**src/rtl/uart_pkg.sv**
```systemverilog
// rtl/uart_pkg.sv - shared UART serializer types and line levels
//
// Purpose: frame state encoding and fixed UART line constants used by the
//          transmit arbiter and its helpers.
// Contents: uart_state_t, UART_DATA_BITS, UART_START_LVL, UART_STOP_LVL,
//           UART_IDLE_LVL.
package uart_pkg;

  typedef enum logic [2:0] {
    IDLE,
    LOAD,
    START,
    DATA,
    STOP
  } uart_state_t;

  localparam int   UART_DATA_BITS = 8;
  localparam logic UART_START_LVL = 1'b0;
  localparam logic UART_STOP_LVL  = 1'b1;
  localparam logic UART_IDLE_LVL  = 1'b1;

endpackage

```
**src/rtl/uart_rr_arbiter.sv**
```systemverilog
// rtl/uart_rr_arbiter.sv - combinational round-robin pick
//
// Purpose: picks the first asserted request searching upward from
//          rr_ptr+1 with wrap-around, so the last winner gets lowest priority.
// Ports:
//   req        in  NUM_REQ  request vector
//   rr_ptr     in  IDXW     index of the previous winner
//   next_grant out NUM_REQ  one-hot winner, zero when no request
//   next_idx   out IDXW     index of the winner, zero when no request
module uart_rr_arbiter #(
  parameter int NUM_REQ = 4,
  parameter int IDXW    = 2
) (
  input  logic [NUM_REQ-1:0] req,
  input  logic [IDXW-1:0]    rr_ptr,
  output logic [NUM_REQ-1:0] next_grant,
  output logic [IDXW-1:0]    next_idx
);

  always_comb begin
    int          cand;
    logic [IDXW-1:0] ci;
    logic        found;
    next_grant = '0;
    next_idx   = '0;
    found      = 1'b0;
    cand       = 0;
    ci         = '0;
    // Offsets 1..NUM_REQ visit every requester once, ending on rr_ptr itself.
    for (int i = 1; i <= NUM_REQ; i++) begin
      cand = (int'(rr_ptr) + i) % NUM_REQ;
      ci   = IDXW'(cand);
      if (!found && req[ci]) begin
        found          = 1'b1;
        next_idx       = ci;
        next_grant[ci] = 1'b1;
      end
    end
  end

endmodule

```
**src/rtl/uart_tx_arbiter.sv**
```systemverilog
// rtl/uart_tx_arbiter.sv - message-granular round-robin UART transmitter
//
// Purpose: shares one UART tx pin between NUM_REQ byte sources. A granted
//          source keeps the line until it sends a byte flagged last or
//          withholds req_valid for GAP_TIMEOUT cycles. Frames are start bit,
//          8 data bits LSB first, stop bit, then at least one idle cycle.
// Ports:
//   clk        in  1          clock
//   reset      in  1          synchronous, active-high
//   req_valid  in  NUM_REQ    byte available per source
//   req_data   in  8*NUM_REQ  byte of source i at [8i+7:8i]
//   req_last   in  NUM_REQ    byte ends its message
//   req_ready  out NUM_REQ    byte accepted when valid and ready on an edge
//   grant      out NUM_REQ    one-hot line owner, zero when unowned
//   busy       out 1          state is not IDLE
//   tx_pin     out 1          serial output, idles high
module uart_tx_arbiter
  import uart_pkg::*;
#(
  parameter int NUM_REQ      = 4,
  parameter int CLKS_PER_BIT = 1,
  parameter int GAP_TIMEOUT  = 16
) (
  input  logic                   clk,
  input  logic                   reset,
  input  logic [NUM_REQ-1:0]     req_valid,
  input  logic [8*NUM_REQ-1:0]   req_data,
  input  logic [NUM_REQ-1:0]     req_last,
  output logic [NUM_REQ-1:0]     req_ready,
  output logic [NUM_REQ-1:0]     grant,
  output logic                   busy,
  output logic                   tx_pin
);

  localparam int IDXW = $clog2(NUM_REQ);
  localparam int CNTW = (CLKS_PER_BIT > 1) ? $clog2(CLKS_PER_BIT) : 1;
  localparam int GAPW = $clog2(GAP_TIMEOUT + 1);

  localparam logic [CNTW-1:0] CNT_LAST  = CNTW'(CLKS_PER_BIT - 1);
  localparam logic [GAPW-1:0] GAP_LAST  = GAPW'(GAP_TIMEOUT - 1);
  localparam logic [GAPW-1:0] GAP_FULL  = GAPW'(GAP_TIMEOUT);
  localparam logic [2:0]      BIT_LAST  = 3'(UART_DATA_BITS - 1);

  uart_state_t          state_q, state_d;
  logic [NUM_REQ-1:0]   grant_q, grant_d;
  logic [IDXW-1:0]      gidx_q, gidx_d;
  logic [IDXW-1:0]      rr_ptr_q, rr_ptr_d;
  logic [CNTW-1:0]      clk_cnt_q, clk_cnt_d;
  logic [2:0]           bit_idx_q, bit_idx_d;
  logic [GAPW-1:0]      gap_q, gap_d;
  logic [7:0]           data_q, data_d;
  logic                 last_q, last_d;

  logic [NUM_REQ-1:0]   arb_grant;
  logic [IDXW-1:0]      arb_idx;
  logic [7:0]           g_data;
  logic                 bit_done;

  uart_rr_arbiter #(
    .NUM_REQ (NUM_REQ),
    .IDXW    (IDXW)
  ) u_arb (
    .req        (req_valid),
    .rr_ptr     (rr_ptr_q),
    .next_grant (arb_grant),
    .next_idx   (arb_idx)
  );

  assign g_data   = req_data[{gidx_q, 3'b000} +: 8];
  assign bit_done = (clk_cnt_q == CNT_LAST);
  assign grant    = grant_q;
  assign busy     = (state_q != IDLE);

  always_comb begin
    state_d   = state_q;
    grant_d   = grant_q;
    gidx_d    = gidx_q;
    rr_ptr_d  = rr_ptr_q;
    clk_cnt_d = clk_cnt_q;
    bit_idx_d = bit_idx_q;
    gap_d     = gap_q;
    data_d    = data_q;
    last_d    = last_q;
    req_ready = '0;
    tx_pin    = UART_IDLE_LVL;

    case (state_q)
      IDLE: begin
        if (|req_valid) begin
          grant_d  = arb_grant;
          gidx_d   = arb_idx;
          rr_ptr_d = arb_idx;
          gap_d    = '0;
          state_d  = LOAD;
        end
      end

      LOAD: begin
        req_ready = grant_q;
        if (req_valid[gidx_q]) begin
          data_d    = g_data;
          last_d    = req_last[gidx_q];
          gap_d     = '0;
          clk_cnt_d = '0;
          bit_idx_d = '0;
          state_d   = START;
        end else if (gap_q >= GAP_LAST) begin
          // Owner stalled too long; rr_ptr stays on it so others go first.
          gap_d   = GAP_FULL;
          grant_d = '0;
          state_d = IDLE;
        end else begin
          gap_d = gap_q + GAPW'(1);
        end
      end

      START: begin
        tx_pin = UART_START_LVL;
        if (bit_done) begin
          clk_cnt_d = '0;
          state_d   = DATA;
        end else begin
          clk_cnt_d = clk_cnt_q + CNTW'(1);
        end
      end

      DATA: begin
        tx_pin = data_q[bit_idx_q];
        if (bit_done) begin
          clk_cnt_d = '0;
          if (bit_idx_q == BIT_LAST) begin
            bit_idx_d = '0;
            state_d   = STOP;
          end else begin
            bit_idx_d = bit_idx_q + 3'd1;
          end
        end else begin
          clk_cnt_d = clk_cnt_q + CNTW'(1);
        end
      end

      STOP: begin
        tx_pin = UART_STOP_LVL;
        if (bit_done) begin
          clk_cnt_d = '0;
          if (last_q) begin
            grant_d = '0;
            state_d = IDLE;
          end else begin
            state_d = LOAD;
          end
        end else begin
          clk_cnt_d = clk_cnt_q + CNTW'(1);
        end
      end

      default: begin
        grant_d = '0;
        state_d = IDLE;
      end
    endcase
  end

  always_ff @(posedge clk) begin
    if (reset) begin
      state_q   <= IDLE;
      grant_q   <= '0;
      gidx_q    <= '0;
      rr_ptr_q  <= IDXW'(NUM_REQ - 1);
      clk_cnt_q <= '0;
      bit_idx_q <= '0;
      gap_q     <= '0;
      data_q    <= '0;
      last_q    <= 1'b0;
    end else begin
      state_q   <= state_d;
      grant_q   <= grant_d;
      gidx_q    <= gidx_d;
      rr_ptr_q  <= rr_ptr_d;
      clk_cnt_q <= clk_cnt_d;
      bit_idx_q <= bit_idx_d;
      gap_q     <= gap_d;
      data_q    <= data_d;
      last_q    <= last_d;
    end
  end

endmodule
```
**config.mk**
```make
export PLATFORM = sky130hd
export DESIGN_NAME = uart_tx_arbiter
export DESIGN_NICKNAME = d
export VERILOG_FILES = /design/src/rtl/uart_pkg.sv /design/src/rtl/uart_rr_arbiter.sv /design/src/rtl/uart_tx_arbiter.sv
export SDC_FILE = /design/constraint.sdc
export NUM_CORES = 1
export LEC_CHECK = 0
export ABC_AREA = 0
export BUFFER_PORTS_ARGS = -buffer_cell sky130_fd_sc_hd__buf_2
export CAP_MARGIN = 20
export CORE_AREA = 2 2 56 78
export CTS_CLUSTER_DIAMETER = 60
export DETAILED_ROUTE_END_ITERATION = 8
export DIE_AREA = 0 0 58 80
export PLACE_DENSITY = 0.77
export SLEW_MARGIN = 20
export SYNTH_ARGS = -nofsm -noshare
export SYNTH_HDL_FRONTEND = slang
export SYNTH_SLANG_ARGS = --single-unit
```
**constraint.sdc**
```tcl
create_clock -name clk -period 3.5 [get_ports clk]
set_clock_uncertainty 0.1 [all_clocks]
set_input_delay 0.175 -clock clk [delete_from_list [all_inputs] [get_ports clk]]
set_output_delay 0.175 -clock clk [all_outputs]
set_load 0.03 [all_outputs]
```
Word level (Yosys, flattened, before mapping)
Index checks and enable logic that the tools add are counted.
{"block": "classes", "add_sub_neg": 7, "n_lt_le_gt_ge": 11, "shift": 1, "muxes": 61, "n_reduce_logical": 25, "n_eq_ne": 15, "n_bitwise": 4}
{"operator": "2-to-1 mux 4 bit", "n": 10}
{"operator": "variable part select 32 x 6 -> 8 bit", "n": 1}
{"operator": "2-to-1 mux 3 bit", "n": 10}
{"operator": "inequality test 2 bit, second input constant", "n": 9}
{"operator": "2-to-1 mux 1 bit", "n": 17}
{"operator": "case mux 4 bit (4 select lines)", "n": 1}
{"operator": "less-than comparator 2 x 3 -> 1 bit, second input constant", "n": 5}
{"operator": "2-to-1 mux 5 bit", "n": 3}
{"operator": "case mux 3 bit (5 select lines)", "n": 1}
{"operator": "binary-select mux 1 bit (select 2 bit)", "n": 6}
{"operator": "bitwise OR 4 bit", "n": 3}
{"operator": "AND reduction 6 bit", "n": 2}
{"operator": "case mux 5 bit (2 select lines)", "n": 1}
{"operator": "demux 1 bit (select 2 bit)", "n": 4}
{"operator": ">= comparator 2 x 1 -> 1 bit, second input constant", "n": 4}
{"operator": "2-to-1 mux 2 bit", "n": 4}
{"operator": "AND reduction 2 bit", "n": 4}
{"operator": "logical AND 1 bit", "n": 7}
{"operator": "equality test 3 x 2 -> 1 bit, second input constant", "n": 2}
{"operator": "equality test 3 bit, second input constant", "n": 2}
{"operator": "case mux 3 bit (2 select lines)", "n": 1}
{"operator": "nonzero test 2 bit", "n": 3}
{"operator": "adder 5 x 1 -> 5 bit, second input constant", "n": 1}
{"operator": ">= comparator 5 x 4 -> 1 bit, second input constant", "n": 1}
{"operator": "other kinds (17)", "n": 22}
{"block": "totals", "elab_cells": 133, "register_bits": 29, "input_bits": 42}

Longest topological paths before layout
Gate-level depths: netlist of run 1.
{"block": "logic_depth", "depth_word": 15, "mapped_depth": 9, "mapped_depth_nobuf": 8}

Hierarchy
Synthesis of run 1 repeated with hierarchy kept, for this count alone.
{"block": "hier_totals", "hier_cells": 215, "area_unflattened_um2": 2123.3}
{"module": "uart_tx_arbiter", "cells_per_inst": 156, "seq_area_each_um2": 560.5, "area_per_inst_um2": 1632.8, "instances": 1}
{"module": "uart_rr_arbiter", "cells_per_inst": 59, "seq_area_each_um2": 0.0, "area_per_inst_um2": 490.5, "instances": 1}

Least setup slack after synthesis of run 1
OpenSTA, ideal clock, no wires.
{"block": "synth_path", "path_type": "reg-to-reg", "start": "register rr_ptr_q[0]", "end": "register rr_ptr_q[0]", "synth_period_minus_slack_ns": 2.649, "t_required_ns": 3.278, "stages_incl_launch_ff": 9, "path_slack_ns": 0.851, "arrival_ns": 2.428, "path_cell_list": "dfxtp_1 buf_2 inv_1 ha_1 mux4_1 clkbuf_1 a21oi_1 nor2_1 a221o_1"}
{"block": "synth_via", "elab_chain_len": 13}
{"item": "from (decl)", "line": "uart_tx_arbiter.sv:47", "text": "logic [IDXW-1:0] rr_ptr_q, rr_ptr_d;"}
{"item": "from (signal assigned)", "line": "uart_tx_arbiter.sv:169", "text": "rr_ptr_q <= IDXW'(NUM_REQ - 1);"}
{"item": "from (signal assigned)", "line": "uart_tx_arbiter.sv:179", "text": "rr_ptr_q <= rr_ptr_d;"}
{"item": "adder 2 x 1 -> 2 bit", "line": "uart_rr_arbiter.sv:31", "text": "cand = (int'(rr_ptr) + i) % NUM_REQ;"}
{"item": "binary-select mux 1 bit (select 2 bit)", "line": "uart_rr_arbiter.sv:33", "text": "if (!found && req[ci]) begin"}
{"item": "2-to-1 mux 1 bit (not written as such)", "line": "uart_rr_arbiter.sv:33"}
{"item": "2-to-1 mux 1 bit", "line": "uart_rr_arbiter.sv:33"}
{"item": "zero test 1 bit", "line": "uart_rr_arbiter.sv:33"}
{"item": "logical AND 1 bit", "line": "uart_rr_arbiter.sv:33"}
{"item": "2-to-1 mux 1 bit", "line": "uart_rr_arbiter.sv:33"}
{"item": "zero test 1 bit", "line": "uart_rr_arbiter.sv:33"}
{"item": "logical AND 1 bit", "line": "uart_rr_arbiter.sv:33"}
{"item": "2-to-1 mux 1 bit", "line": "uart_rr_arbiter.sv:33"}
{"item": "zero test 1 bit", "line": "uart_rr_arbiter.sv:33"}
{"item": "logical AND 1 bit", "line": "uart_rr_arbiter.sv:33"}
{"item": "2-to-1 mux 2 bit *", "line": "uart_rr_arbiter.sv:33"}
Every way passes the cells marked *; elsewhere a longest branch is shown, timed or not. The select of a mux whose other input is x is not followed.
A chain may end at the register's enable or synchronous reset.

Worst setup path in the final report of run 1
{"block": "layout_path", "start": "register rr_ptr_q[1]", "end": "register rr_ptr_q[0]"}
Same word-level chain as after synthesis.

==> results of run 1 <==
[cells in the mapped netlist (2+ instances only)]
library cell,instances,share of area (%)
a211oi_1,3,1.1
a21oi_1,10,2.5
a21oi_2,2,0.87
a221o_1,5,2.5
a311oi_1,2,0.87
a31oi_1,2,0.62
and2_1,6,1.9
buf_2,4,1.0
buf_4,2,0.75
clkbuf_1,3,0.56
dfxtp_1,28,28
ha_1,12,7.5
inv_1,7,1.3
mux2_2,2,1.1
mux2i_1,13,6.5
mux4_2,14,16
nand2_1,20,3.7
nand3_1,3,0.75
nand3b_1,5,1.9
nor2_1,25,4.7
nor3_1,7,1.7
o21ai_0,7,1.7
[power by group]
part / switching (uW) / internal [uW] / total [uW]
logic: 367 / 309 / 676
registers: 58.4 / 370 / 429
clock network: 96.8 / 100 / 197
total: 522 / 780 / 1300
[cells by family (layout without fill, tap and decap cells)]
group	count (synthesis)	in the layout	share of synthesized area [%]
adder cells (fa/ha/maj)	12	12	7.48
flip-flops	28	28	27.9
buffers and inverters	17	66	4.17
AO/OA/AOI/OAI	39	39	13.8
AND/OR/NAND/NOR	78	78	20.8
multiplexers	31	31	25.9
[final cells by class]
class                      instances  area [sq um]
fill                             361          1570
timing repair buffer              55           285
inverter                           7          26.3
tap                               43          53.8
sequential                        28           561
clock buffer                       4          55.1
multi-input combinational        160          1360
[worst max-delay path, delay by kind of cell (launching register included)]
kind	cells	cell delay (ns)
adders and majority gates	1	0.42
buffers and inverters	1	0.20
muxes	1	0.77
and+or+nand+nor	1	0.07
DFF	1	0.51
AOI/OAI and AO/OA	2	0.53
[stage by stage]
step / area, sq um / setup slack [ns] / hold WS [ns]
CTS: 2340 / 0.820 / 0.236
floorplan: 2010 / 0.851 / 0.180
global route: 2340 / 0.664 / 0.256
global placement: 2290 / 0.936 / 0.371
finish: 2340 / 0.788 / 0.237
detailed placement: 2290 / 0.833 / 0.382
[sequential cells by signal, indices dropped and copies added, names as in the netlist]
name	cells
state_q	3
grant	4
last_q	1
bit_idx_q	3
rr_ptr_q	2
gidx_q	2
data_q	8
gap_q	5
[worst max-delay path by stage]
stage                          endpoint
2_1_floorplan  rr_ptr_q[0]$_SDFFE_PP1P_
3_3_place_gp   rr_ptr_q[0]$_SDFFE_PP1P_
3_5_place_dp   rr_ptr_q[0]$_SDFFE_PP1P_
4_1_cts        rr_ptr_q[0]$_SDFFE_PP1P_
5_1_grt        rr_ptr_q[0]$_SDFFE_PP1P_
6_report       rr_ptr_q[0]$_SDFFE_PP1P_
[layer usage]
metal | vias up | routed length, um | global-route usage [%]
met4 | 0 | 51 | 5.58
met5 | - | 0 | 0
met2 | 43 | 2480 | 37.0
li1 | 866 | - | -
met3 | 4 | 180 | 1.78
met1 | 848 | 1920 | 26.4
==> metrics.csv, run 1 <==
metric,value,unit
clock_sinks,28,
arrival,2.77,ns
synth.cell_area,2010,sq um
hpwl,3670,um
die_w,58,um
reg2reg_to,rr_ptr_q[0]$_SDFFE_PP1P_,
reg2reg_slack,0.79,ns
dp.cells,293,
finalCritPeriodShare,77.5,%
start_util,51.2,%
htree_levels,1,
min_to,gap_q[1]$_SDFFE_PP0P_,
syn_nets,259,
crit_chain,inv_1 -> ha_1 -> mux4_1 -> a21oi_1 -> nor2_1 -> a221o_1,
synth-seq-cells,28,
die_y,80,um
antenna_found_initial,0,
cp_max_fo,11,
setup_tns,0,ns
grt_pass1_vias,1673,
wl_per_cell,15.6,um
final_cells,297,
most-common-layout-cells,"51 x buf_2, 28 x dfxtp_1, 25 x nor2_1",
yosys.cell_types.count,45,
synth_edf_count,0,
cts_max_path_buffers,2,
crit_path_start_kind,flop,
rsz0062_at_grt,no,
worstMarginPinSlew,0.487,ns
drc_errors,0,
slowest_stage,mux4_1,
synth_ff_type,dfxtp_1,
p_per_area,555,nW/um^2
syn_avg_cell_area,9.80,sq um
cts_root_buffer,clkbuf_8,
vdd_drop_max,407,uV
insertedDiodeCount,0,
setup_viol,0,
clk_pin_slew,0.10,ns
routed_via_density,5.93,
grt_usage,20.7,%
fin_util,59.8,%
grt_overflow,0,
fin_nets,309,
drv_cap,0,
hold_start,reset,
cts_resized,0,
hold_viol,0,
num_io_pins,52,
p_leak,0.00105,uW
dr.pass1.iters,4,
cts_hold_buffers,0,
hold_class,in2reg,
core,3920,sq um
vias,1761,
path_class,reg2reg,
power,1300,uW
syn_to_final_growth,16.8,%
worstSetupEndpointType,flop,
synthCells,205,
drive_gt1_share,34.6,%
critPathRequiredTime,3.56,ns
reg2regPathDepth,6,
slew_violations,0,
cts_tree,done,
layout_commonest_cell,buf_2,
clock_latency,0.27,ns
drtIter0Drc,46,
grt_max_degree,25,
dieArea,4640,sq um
postRouteAntennaNets,0,
routed_wl,4620,um
cts_buffers,3,
gp_congestion,0.884,
r2r-start,rr_ptr_q[1]$_SDFFE_PP1P_,
critical-path-max-stage-delay,0.77,ns
grt_pass1_wl,7620,um
status,finished clean,
fmax,369,MHz
post-cts-setup-buffer-count,0,
ys_warn_count,0,
yosysSeqAreaShare,27.9,%
period_needed,2.71,ns
slew_headroom,67.5,%
num_rows,27,
async_flop_share,0,%
min_path_cells,2,
portBuffers,51,
crit_start,rr_ptr_q[1]$_SDFFE_PP1P_,
(Power assumes the default switching activity.)
==> inputs of run 2 (changes only) <==
Settings changed: CORE_AREA 2 2 56 78 to 2 2 58 82, DIE_AREA 0 0 58 80 to 0 0 60 84, PLACE_DENSITY 0.77 to 0.74.
Clock period 3.5 ns to 2.3 ns, I/O delays scaled along.
==> run 2 against run 1 <==
Hold slack got worse by 0.064 ns; routed wire length decreased by 2.8%; cell count increased by 7.1%; critical path type unchanged; largest power group unchanged; sequential power increased by 46%; sequential share of layout area decreased by 0.64 points; die area increased by 8.6%; first-iteration DRC count increased by 24%; combinational power increased by 60%; maximum frequency increased by 26%; non-clock buffer count increased by 2; flip-flop and latch count unchanged; clock power increased by 100%; critical endpoint unchanged.
==> metrics.csv, run 2 (synthesis results as in run 1) <==
metric,value,unit
setup_tns,0,ns
share_seq_of_total_power,29.8,%
clock_sinks,28,
largest_reg_flops,8,
swShare,38.3,%
grt_pass1_wl,7670,um
finalCritPeriodShare,93.5,%
regMostFlops,data_q,
p_per_area,871,nW/um^2
layout_commonest_cell,buf_2,
post-cts-setup-buffer-count,0,
grt_overflow,0,
place_ws,0.177,ns
fin_nets,311,
fin_ws,0.150,ns
fmax,465,MHz
slowest_stage,mux4_2,
num_rows,29,
slew_violations,0,
slew_headroom,67.8,%
critical-path-top-delay-family,multiplexers,
worstMarginPinSlew,0.482,ns
setup_viol,0,
grt_max_degree,25,
reg2regPathDepth,6,
pwr-share-comb,51.5,%
critPathRequiredTime,2.37,ns
antenna_found_initial,0,
drc_errors,0,
drtIter0Drc,57,
cts_buffers,3,
hold_viol,0,
die_w,60,um
routed_via_density,5.45,
netSwitchingPower,806,uW
crit_path_start_kind,flop,
p_leak,0.00106,uW
cp.depth,6,
min_path_cells,2,
dieArea,5040,sq um
drive_gt1_share,37.5,%
postRouteAntennaNets,0,
grt_pass1_vias,1729,
hold_class,in2reg,
path_buf_inv,1,
vdd_drop_max,493,uV
worstSetupEndpointType,flop,
arrival,2.22,ns
critical-path-max-stage-delay,0.61,ns
clockPowerShare,18.8,%
most-common-layout-cells,"51 x buf_2, 27 x dfxtp_1, 25 x nor2_1",
cp_max_fo,11,
vias,1733,
wl_per_cell,14.1,um
hpwl,3610,um
dr.pass1.iters,4,
period_needed,2.15,ns
p_int,1300,uW
path_class,reg2reg,
start_util,45.7,%
crit_chain,inv_2 -> ha_4 -> mux4_2 -> a21oi_1 -> nor2_1 -> a221o_1,
rsz0062_at_grt,no,
portBuffers,51,
cts_max_path_buffers,2,
routed_wl,4490,um
drv_cap,0,
gp_congestion,0.853,
cts_root_buffer,clkbuf_8,
status,finished clean,
core,4390,sq um
insertedDiodeCount,0,
syn_to_final_growth,20.2,%
cts_tree,done,
num_io_pins,52,
clock_latency,0.28,ns
clk_pin_slew,0.10,ns
grt_usage,19.4,%
htree_levels,1,
die_y,84,um
[run 2: per-layer routing]
metal	GRT usage, %	share of wire, %
met5	0	0
met4	8.89	2.5
met3	2.48	3.3
met2	31.4	51
met1	25.0	43
[run 2: metrics by stage]
stage	instance area [sq um]	util [%]	power, uW	instances	hold WS (ns)
5_1_grt	2410	55.0	2240	318	0.176
3_5_place_dp	2340	53.3	1720	314	0.383
4_1_cts	2410	54.9	2110	318	0.169
6_report	2410	55.0	2100	318	0.173
2_1_floorplan	2030	-	1510	205	0.120
3_3_place_gp	2340	53.3	1700	314	0.374
[run 2: path summary, 6_finish.rpt]
kind,start,end,slack [ns]
setup / recovery,rr_ptr_q[1]$_SDFFE_PP1P_,rr_ptr_q[0]$_SDFFE_PP1P_,0.15
hold / removal,reset,data_q[0]$_SDFFE_PP0P_,0.17
setup reg to reg,rr_ptr_q[1]$_SDFFE_PP1P_,rr_ptr_q[0]$_SDFFE_PP1P_,0.15
hold reg to reg,data_q[0]$_SDFFE_PP0P_,data_q[0]$_SDFFE_PP0P_,0.40
[run 2: power groups by stage]
stage	logic [uW]	clock network (uW)	registers, uW
4_1_cts	1080	400	628
2_1_floorplan	836	0	675
6_report	1080	395	626
3_3_place_gp	1060	0	637
3_5_place_dp	1080	0	639
5_1_grt	1180	417	641
[run 2: cell type report]
| class | instances | area (sq um) |
|---|---|---|
| Sequential cell | 28 | 562 |
| Clock inverter | 1 | 30.0 |
| Inverter | 7 | 26.3 |
| Tap cell | 62 | 77.6 |
| Fill cell | 412 | 1980 |
| Timing Repair Buffer | 57 | 300 |
| Clock buffer | 3 | 41.3 |
| Multi-Input combinational cell | 160 | 1380 |
[run 2: what timing repair did]
item,4_1_cts,5_1_grt
endpoints found under the setup margin,0,2
hold buffers,0,0
resized for setup,0,1
